--- src/rtl/fpu_arb_pkg.sv ---
// Shared constants and helpers for the FPU request arbiter and its owner FIFO.
package fpu_arb_pkg;

    localparam int   FP32_W = 32;
    localparam logic OP_ADD = 1'b0;
    localparam logic OP_MUL = 1'b1;

    // Ceiling log2; returns 0 for values of 0 or 1.
    function automatic int clog2(input int value);
        int r;
        r = 0;
        while ((1 << r) < value) begin
            r = r + 1;
        end
        return r;
    endfunction

endpackage

--- src/rtl/fpu_owner_fifo.sv ---
// Owner-ID FIFO: records which requester issued each in-flight FPU operation.
// DEPTH must be a power of two >= 2; pointers carry an extra wrap bit.
module fpu_owner_fifo
    import fpu_arb_pkg::*;
#(
    parameter int WIDTH = 1,
    parameter int DEPTH = 4
) (
    input  logic                  clk,
    input  logic                  rst,
    input  logic                  push,
    input  logic                  pop,
    input  logic [WIDTH-1:0]      din,
    output logic [WIDTH-1:0]      dout,
    output logic [clog2(DEPTH):0] count,
    output logic                  empty,
    output logic                  full
);

    localparam int AW = clog2(DEPTH);

    logic [WIDTH-1:0] mem_q [DEPTH];
    logic [AW:0]      wr_ptr_q;
    logic [AW:0]      wr_ptr_d;
    logic [AW:0]      rd_ptr_q;
    logic [AW:0]      rd_ptr_d;
    logic             push_ok;
    logic             pop_ok;

    assign empty = (wr_ptr_q == rd_ptr_q);
    assign full  = (wr_ptr_q[AW] != rd_ptr_q[AW]) &&
                   (wr_ptr_q[AW-1:0] == rd_ptr_q[AW-1:0]);
    assign count = wr_ptr_q - rd_ptr_q;
    // Head is read combinationally so the owner is known in the cycle the result arrives.
    assign dout  = mem_q[rd_ptr_q[AW-1:0]];

    always_comb begin
        pop_ok   = pop && !empty;
        push_ok  = push && (!full || pop_ok);
        wr_ptr_d = wr_ptr_q;
        rd_ptr_d = rd_ptr_q;
        if (push_ok) begin
            wr_ptr_d = wr_ptr_q + (AW+1)'(1);
        end
        if (pop_ok) begin
            rd_ptr_d = rd_ptr_q + (AW+1)'(1);
        end
    end

    always_ff @(posedge clk or posedge rst) begin
        if (rst) begin
            wr_ptr_q <= '0;
            rd_ptr_q <= '0;
        end else begin
            wr_ptr_q <= wr_ptr_d;
            rd_ptr_q <= rd_ptr_d;
        end
    end

    always_ff @(posedge clk) begin
        if (push_ok) begin
            mem_q[wr_ptr_q[AW-1:0]] <= din;
        end
    end

endmodule

--- src/rtl/fpu_req_arbiter.sv ---
// Round-robin arbiter sharing one in-order FPU between NUM_REQ requesters,
// with an owner FIFO that steers each result back to its issuer.
module fpu_req_arbiter
    import fpu_arb_pkg::*;
#(
    parameter int NUM_REQ       = 2,
    parameter int MAX_INFLIGHT  = 4,
    parameter int MIN_ISSUE_GAP = 0
) (
    input  logic                          Clock,
    input  logic                          Reset,
    input  logic [NUM_REQ-1:0]            Req_Valid,
    output logic [NUM_REQ-1:0]            Req_Ready,
    input  logic [FP32_W*NUM_REQ-1:0]     Req_Data1,
    input  logic [FP32_W*NUM_REQ-1:0]     Req_Data2,
    input  logic [NUM_REQ-1:0]            Req_Op,
    output logic [NUM_REQ-1:0]            Rsp_Valid,
    output logic [FP32_W-1:0]             Rsp_Data,
    output logic [FP32_W-1:0]             Fpu_Data1,
    output logic [FP32_W-1:0]             Fpu_Data2,
    output logic                          Fpu_Op,
    output logic                          Fpu_In_Data_Valid,
    input  logic [FP32_W-1:0]             Fpu_Data_Out,
    input  logic                          Fpu_Out_Data_Valid,
    output logic [clog2(MAX_INFLIGHT):0]  Inflight,
    output logic                          Err_Spurious
);

    localparam int OWN_W = clog2(NUM_REQ);
    localparam int GAP_W = clog2(MIN_ISSUE_GAP + 2);
    localparam logic [GAP_W-1:0] GAP_LOAD = GAP_W'(MIN_ISSUE_GAP);
    localparam logic [OWN_W-1:0] RR_INIT  = OWN_W'(NUM_REQ - 1);

    logic [FP32_W-1:0] req_d1 [NUM_REQ];
    logic [FP32_W-1:0] req_d2 [NUM_REQ];

    generate
        for (genvar gi = 0; gi < NUM_REQ; gi++) begin : g_unpack
            assign req_d1[gi] = Req_Data1[gi*FP32_W +: FP32_W];
            assign req_d2[gi] = Req_Data2[gi*FP32_W +: FP32_W];
        end
    endgenerate

    logic [OWN_W-1:0]  rr_q,       rr_d;
    logic [GAP_W-1:0]  gap_q,      gap_d;
    logic [FP32_W-1:0] fpu_d1_q,   fpu_d1_d;
    logic [FP32_W-1:0] fpu_d2_q,   fpu_d2_d;
    logic              fpu_op_q,   fpu_op_d;
    logic              fpu_vld_q,  fpu_vld_d;
    logic [NUM_REQ-1:0] rsp_vld_q, rsp_vld_d;
    logic [FP32_W-1:0] rsp_data_q, rsp_data_d;
    logic              err_q,      err_d;

    logic [NUM_REQ-1:0] grant;
    logic [OWN_W-1:0]   grant_idx;
    logic               grant_any;
    logic               can_issue;
    logic               accept;
    logic               ret_pop;
    logic [OWN_W-1:0]   fifo_dout;
    logic               fifo_empty;
    logic               fifo_full;

    // Search starts one past the last winner so every requester gets a turn.
    always_comb begin : rr_search
        logic [OWN_W:0] cand;
        grant     = '0;
        grant_idx = '0;
        grant_any = 1'b0;
        cand      = '0;
        for (int k = 1; k <= NUM_REQ; k++) begin
            cand = {1'b0, rr_q} + (OWN_W+1)'(k);
            if (cand >= (OWN_W+1)'(NUM_REQ)) begin
                cand = cand - (OWN_W+1)'(NUM_REQ);
            end
            if (!grant_any && Req_Valid[cand[OWN_W-1:0]]) begin
                grant_any = 1'b1;
                grant_idx = cand[OWN_W-1:0];
            end
        end
        if (grant_any) begin
            grant = NUM_REQ'(1) << grant_idx;
        end
    end

    // Credit check uses the registered occupancy only; a same-cycle return does not free a slot.
    assign can_issue = !fifo_full && (gap_q == '0);
    assign Req_Ready = (can_issue && !Reset) ? grant : '0;
    assign accept    = grant_any && can_issue && !Reset;
    assign ret_pop   = Fpu_Out_Data_Valid && !fifo_empty;

    always_comb begin
        rr_d       = rr_q;
        gap_d      = gap_q;
        fpu_d1_d   = fpu_d1_q;
        fpu_d2_d   = fpu_d2_q;
        fpu_op_d   = fpu_op_q;
        fpu_vld_d  = 1'b0;
        rsp_vld_d  = '0;
        rsp_data_d = rsp_data_q;
        err_d      = err_q;

        if (gap_q != '0) begin
            gap_d = gap_q - GAP_W'(1);
        end

        if (accept) begin
            rr_d      = grant_idx;
            gap_d     = GAP_LOAD;
            fpu_d1_d  = req_d1[grant_idx];
            fpu_d2_d  = req_d2[grant_idx];
            fpu_op_d  = (Req_Op[grant_idx] == OP_MUL) ? OP_MUL : OP_ADD;
            fpu_vld_d = 1'b1;
        end

        if (ret_pop) begin
            rsp_data_d = Fpu_Data_Out;
            for (int i = 0; i < NUM_REQ; i++) begin
                rsp_vld_d[i] = (fifo_dout == OWN_W'(i));
            end
        end else if (Fpu_Out_Data_Valid) begin
            err_d = 1'b1;
        end
    end

    always_ff @(posedge Clock or posedge Reset) begin
        if (Reset) begin
            rr_q       <= RR_INIT;
            gap_q      <= '0;
            fpu_d1_q   <= '0;
            fpu_d2_q   <= '0;
            fpu_op_q   <= 1'b0;
            fpu_vld_q  <= 1'b0;
            rsp_vld_q  <= '0;
            rsp_data_q <= '0;
            err_q      <= 1'b0;
        end else begin
            rr_q       <= rr_d;
            gap_q      <= gap_d;
            fpu_d1_q   <= fpu_d1_d;
            fpu_d2_q   <= fpu_d2_d;
            fpu_op_q   <= fpu_op_d;
            fpu_vld_q  <= fpu_vld_d;
            rsp_vld_q  <= rsp_vld_d;
            rsp_data_q <= rsp_data_d;
            err_q      <= err_d;
        end
    end

    fpu_owner_fifo #(
        .WIDTH (OWN_W),
        .DEPTH (MAX_INFLIGHT)
    ) u_owner_fifo (
        .clk   (Clock),
        .rst   (Reset),
        .push  (accept),
        .pop   (ret_pop),
        .din   (grant_idx),
        .dout  (fifo_dout),
        .count (Inflight),
        .empty (fifo_empty),
        .full  (fifo_full)
    );

    assign Fpu_Data1         = fpu_d1_q;
    assign Fpu_Data2         = fpu_d2_q;
    assign Fpu_Op            = fpu_op_q;
    assign Fpu_In_Data_Valid = fpu_vld_q;
    assign Rsp_Valid         = rsp_vld_q;
    assign Rsp_Data          = rsp_data_q;
    assign Err_Spurious      = err_q;

endmodule

--- config.mk ---
export PLATFORM = sky130hd
export DESIGN_NAME = fpu_req_arbiter
export DESIGN_NICKNAME = d
export VERILOG_FILES = /design/src/rtl/fpu_arb_pkg.sv /design/src/rtl/fpu_owner_fifo.sv /design/src/rtl/fpu_req_arbiter.sv
export SDC_FILE = /design/constraint.sdc
export NUM_CORES = 1
export LEC_CHECK = 0
export CAP_MARGIN = 15
export CORE_MARGIN = 1
export CORE_UTILIZATION = 39
export CTS_CLUSTER_SIZE = 8
export DETAILED_ROUTE_END_ITERATION = 8
export GPL_TIMING_DRIVEN = 1
export PLACE_DENSITY = 0.88
export SETUP_SLACK_MARGIN = 0.2
export SLEW_MARGIN = 20
export SYNTH_ARGS = -nofsm -noshare
export SYNTH_HDL_FRONTEND = slang
export SYNTH_HIERARCHICAL = 1
export SYNTH_SLANG_ARGS = --single-unit
--- constraint.sdc ---
create_clock -name Clock -period 4.4 [get_ports Clock]
set_clock_uncertainty 0.2 [all_clocks]
set_input_delay 0.66 -clock Clock [delete_from_list [all_inputs] [get_ports Clock]]
set_output_delay 0.66 -clock Clock [all_outputs]
set_load 0.01 [all_outputs]
; Word level (Yosys, flattened, before mapping)
; Memories as Yosys holds them, arrays and structs flattened.
; Index checks and enable logic that the tools add are counted.
[totals]
output_inout_bits = 106
reg_bits = 109
input_bits = 167
n_memories = 1
ramBits = 4
elab_cells = 76
[op_classes]
n_mux = 27
magnitude_cmp = 6
eq_ne = 3
bitwise = 4
shifts = 1
n_addsub = 8
reduce_logical = 15
[mem_list]
columns = memory, words, word_bits, read_ports, rd_clocked_by_memory_dff, wr, line_no
row1 = u_owner_fifo.mem_q, 4, 1, 1, 0, 1, fpu_owner_fifo.sv:22  ; logic [WIDTH-1:0] mem_q [DEPTH];
[op_table]
columns = operator, count
row1 = 2-to-1 mux 32 bit, 6
row2 = 2-to-1 mux 1 bit, 18
row3 = logical AND 1 bit, 9
row4 = adder 3 x 1 -> 3 bit (second input constant), 2
row5 = greater-or-equal comparator 2 bit (second input constant), 3
row6 = less-than comparator 1 x 2 -> 1 bit (second input constant), 3
row7 = 2-to-1 mux 2 bit, 3
row8 = zero test 1 bit, 4
row9 = == test 3 bit, 1
row10 = inverter 1 bit, 3
row11 = subtractor 1 bit (second input constant), 3
row12 = subtractor 3 bit, 1
row13 = adder 1 x 1 -> 2 bit (second input constant), 1
row14 = adder 1 x 2 -> 2 bit (second input constant), 1
row15 = == test 2 bit, 1
row16 = inverter 1 -> 2 bit, 1
row17 = AND reduction 2 bit, 1
row18 = left shift 1 x 1 -> 2 bit (first input constant), 1
row19 = logical OR 1 bit, 1
row20 = != test 1 bit, 1

; Longest topological paths before layout
[depth]
depth_word = 14
ltp_mapped = 12
ltp_nobuf = 10

; Modules after synthesis
; The synthesis kept the hierarchy.
[modules_own_cells]
columns = mod, area_per_inst_um2, instances, seq_area_each_um2, cells_per_inst
row1 = fpu_req_arbiter, 4286.6, 1, 2553.7, 309
row2 = fpu_owner_fifo, 613.1, 1, 270.3, 51

; Worst setup path before layout
; No wires, ideal clock.
[synth_timing]
path_kind = flip-flop to output port
from = register u_owner_fifo.wr_ptr_q[0]
to = output Req_Ready[1]
setup_slack_ps = 1843
stages_incl_launch_ff = 9
arrival_time_ps = 1697
path_buffers = 2
t_required_ps = 3540
path_cell_list = dfrtp_1 inv_1 ha_1 nand2_1 nor2_1 nor2_4 buf_2 clkbuf_1 and2_1
[synth_between]
elab_chain_len = 6
[synth_lines]
columns = item, line_no
row1 = start: declaration, fpu_owner_fifo.sv:23  ; logic [AW:0] wr_ptr_q;
row2 = start signal: assignment, fpu_owner_fifo.sv:55  ; wr_ptr_q <= wr_ptr_d;
row3 = == test 2 bit, fpu_owner_fifo.sv:32  ; (wr_ptr_q[AW-1:0] == rd_ptr_q[AW-1:0]);
row4 = logical AND 1 bit, fpu_owner_fifo.sv:31  ; assign full = (wr_ptr_q[AW] != rd_ptr_q[AW]) &&
row5 = named net fifo_full, fpu_req_arbiter.sv:62  ; logic fifo_full;
row6 = zero test 1 bit, fpu_req_arbiter.sv:87  ; assign can_issue = !fifo_full && (gap_q == '0);
row7 = logical AND 1 bit, fpu_req_arbiter.sv:87
row8 = logical AND 1 bit, fpu_req_arbiter.sv:88  ; assign Req_Ready = (can_issue && !Reset) ? grant : '0;
row9 = 2-to-1 mux 2 bit, fpu_req_arbiter.sv:88
row10 = end: declaration, fpu_req_arbiter.sv:13  ; output logic [NUM_REQ-1:0] Req_Ready,
; The timed path passes the listed nets, and every way through them passes these cells.

; Worst setup path after layout
[layout_timing]
from = register u_owner_fifo.wr_ptr_q[0]
to = output Req_Ready[0]
; Same word-level chain as after synthesis.

==> flow_summary.yaml <==
timing:
  rsz0062_at_grt: "false"
  min_period_ns: 3.27
  tightest_slew_ns: 0.751
  slew_headroom_pct: 49.9
  setup_viol: 0
  drv_slew: 0
  hold_viol: 0
  fmax_ghz: 0.305
  period_share_pct: 74.4
  fin_setup_tns_ns: 0
final_layout:
  fillerInstances: 912
  area_growth_pct: 63.2
  drive_gt1_share_pct: 11.4
  final_common_cell: "clkdlybuf4s50_1"
  fin_util_pct: 66.0
  final_cell_mix: "clkdlybuf4s50_1 (272), dfrtp_1 (107), and3_1 (65), a221o_1 (65), mux2_2 (33)"
  nets: 793
  num_antenna_cells: 0
detailed_routing:
  finalWirelength_um: 14800
  drt-initial-drc-count: 300
  dr.pass1.iters: 4
  ant_nets: 0
  routedWlPerCell_um: 18.7
  drc_errors: 0
  avgViaCountPerCell: 5.27
  vias: 4170
grt:
  first_global_vias: 4290
  grt_max_degree: 81
  grt_pass1_wl_um: 22400
  grtUsageTotal_pct: 22.4
  antenna_found_initial: 0
  overflow: 0
synth:
  synth_top_area_share_pct: 54.6
  synth_seq_area_share_pct: 57.6
  synth_seq_cells: 112
  synth_area_per_cell_um2: 13.6
  ys.flop_type: "dfrtp_1"
  yosys_warnings: 6
  synthArstFlopShare_pct: 96.4
  netlist_area_um2: 4900
  syn_inst: 360
  synth_edf_count: 4
  synth_cell_types: 34
  yosys.area.top_type: "dfrtp_1"
  syn-num-nets: 535
  synth_area_leaders: "dfrtp_1 (55%), a221o_1 (13%), and3_1 (8.3%)"
clock_network:
  clkTransAtPathRegs_ns: 0.08
  clk_path_buf_depth: 2
  cts_buffers: 9
  post_cts_buffers: 0
  cts_resized: 0
  cts_root_buf: "clkbuf_16"
  ctsHoldBuffers: 0
  cts_tree: "done"
  clock_latency_ns: 0.34
  htreeDepth: 3
  clock_sinks: 112
hold_path:
  hp-class: "register to register"
  holdCritStartpoint: "Err_Spurious$_DFFE_PP0P_"
  hold-path-endpoint: "Err_Spurious$_DFFE_PP0P_"
  whs_path_depth: 1
setup_path:
  rrSetupSlack_ns: 1.68
  worstPathArrival_ns: 2.41
  worstReg2RegStart: "u_owner_fifo/wr_ptr_q[0]$_DFFE_PP0P_"
  setup.worst_path.start_class: "register"
  r2r_cells: 9
  path_max_fanout: 4
  required_ns: 3.54
  worstSetupPathType: "register to output port"
  crit_path_end_kind: "output port"
  r2r_end: "u_owner_fifo/wr_ptr_q[2]$_DFFE_PP0P_"
power_and_ir_drop:
  ir_drop_v: 0.000324
  power_mw: 5.32
  power.leakage_nw: 3.52
  p_per_area_nw_per_um2: 665
floorplan:
  die-area_um2: 13000
  pin_count: 273
  rows: 40
  start_util_pct: 40.5
  die_y_um: 114
  core_area_um2: 12100
  die_width_um: 114
place:
  dpl.hpwl_um: 10700
  portBuffers: 272
  gp_congestion: 0.839
flow_run:
  maxCapViolCount: 0
outcome:
  status: "finished clean"
## sequential cells by signal, indices dropped and copies added, names as in the netlist
register / count
Fpu_Data1: 32
Fpu_Data2: 32
Rsp_Data: 32
u_owner_fifo/mem_q: 4
u_owner_fifo/rd_ptr_q: 3
u_owner_fifo/wr_ptr_q: 3
Rsp_Valid: 2
Err_Spurious: 1
Fpu_In_Data_Valid: 1
Fpu_Op: 1
rr_q: 1
## per-stage QoR
stage	hold slack, ns	instance area, um2	worst slack, ns	std cells
after CTS	0.268	7990	1.10	791
after floorplan	0.251	4900	0.866	360
after global routing	0.293	8000	1.04	791
after global placement	0.238	7690	1.35	775
after detailed placement	0.251	7690	1.35	775
final	0.263	8000	1.13	791
## report_power, final
group	switching, mW	internal (mW)	leakage (nW)
Combinational	1.07	1.56	2.03
Sequential	0.317	1.53	1.34
Clock	0.365	0.471	0.148
Total	1.75	3.56	3.52
## worst max-delay path by stage
stage	slack, ns	from	cells past startpoint	to
2_1_floorplan	0.87	Reset	1	Err_Spurious$_DFFE_PP0P_
3_3_place_gp	1.35	Reset	4	Req_Ready[0]
3_5_place_dp	1.35	Reset	4	Req_Ready[0]
4_1_cts	1.10	u_owner_fifo/wr_ptr_q[0]$_DFFE_PP0P_	7	Req_Ready[0]
5_1_grt	1.04	u_owner_fifo/wr_ptr_q[0]$_DFFE_PP0P_	7	Req_Ready[1]
6_report	1.13	u_owner_fifo/wr_ptr_q[0]$_DFFE_PP0P_	7	Req_Ready[0]
## final cells by class
class	count	area, um2	share of cell area [%]
Inverter	9	38.8	0.485
Multi-Input combinational cell	207	1840	23.0
Clock buffer	11	253	3.16
Timing Repair Buffer	279	2780	34.7
Clock inverter	5	55.1	0.688
Tap cell	168	210	2.63
Sequential cell	112	2820	35.3
## kinds of logic (layout without fill, tap and decap cells)
family / count (synthesis) / after routing / synth area share, %
DFF: 112 / 112 / 57.6
and+or+nand+nor: 85 / 85 / 10.9
xor gates and xnor gates: 5 / 5 / 0.894
muxes: 36 / 36 / 8.55
adders and majority gates: 8 / 8 / 2.20
AOI/OAI and AO/OA: 73 / 73 / 14.7
buffers and inverters: 41 / 304 / 5.16
## worst max-delay path, stage by stage (launching register included)
cell and delay [ns]:
dfrtp_1 0.39, inv_1 0.11, ha_1 0.34, nand2_1 0.16
nor2_1 0.10, nor2_4 0.20, and3_4 0.23, clkdlybuf4s50_1 0.55
## synth_stat cells, drive strengths merged (2+ instances only)
cell    number
and3        66
and2         6
clkbuf      12
nand2        5
buf         20
edfxtp       4
a221o       65
a21o         2
inv          9
dfrtp      107
mux2        34
nor2         3
o21ai        3
nor2b        2
xnor2        4
ha           7
## metal layers
metal | track usage (%) | routed length [um]
met1 | 26.1 | 5690
met2 | 40.1 | 7760
met3 | 5.03 | 988
met4 | 9.00 | 372
met5 | 0 | 0
Power figures use the tool's default switching activity.
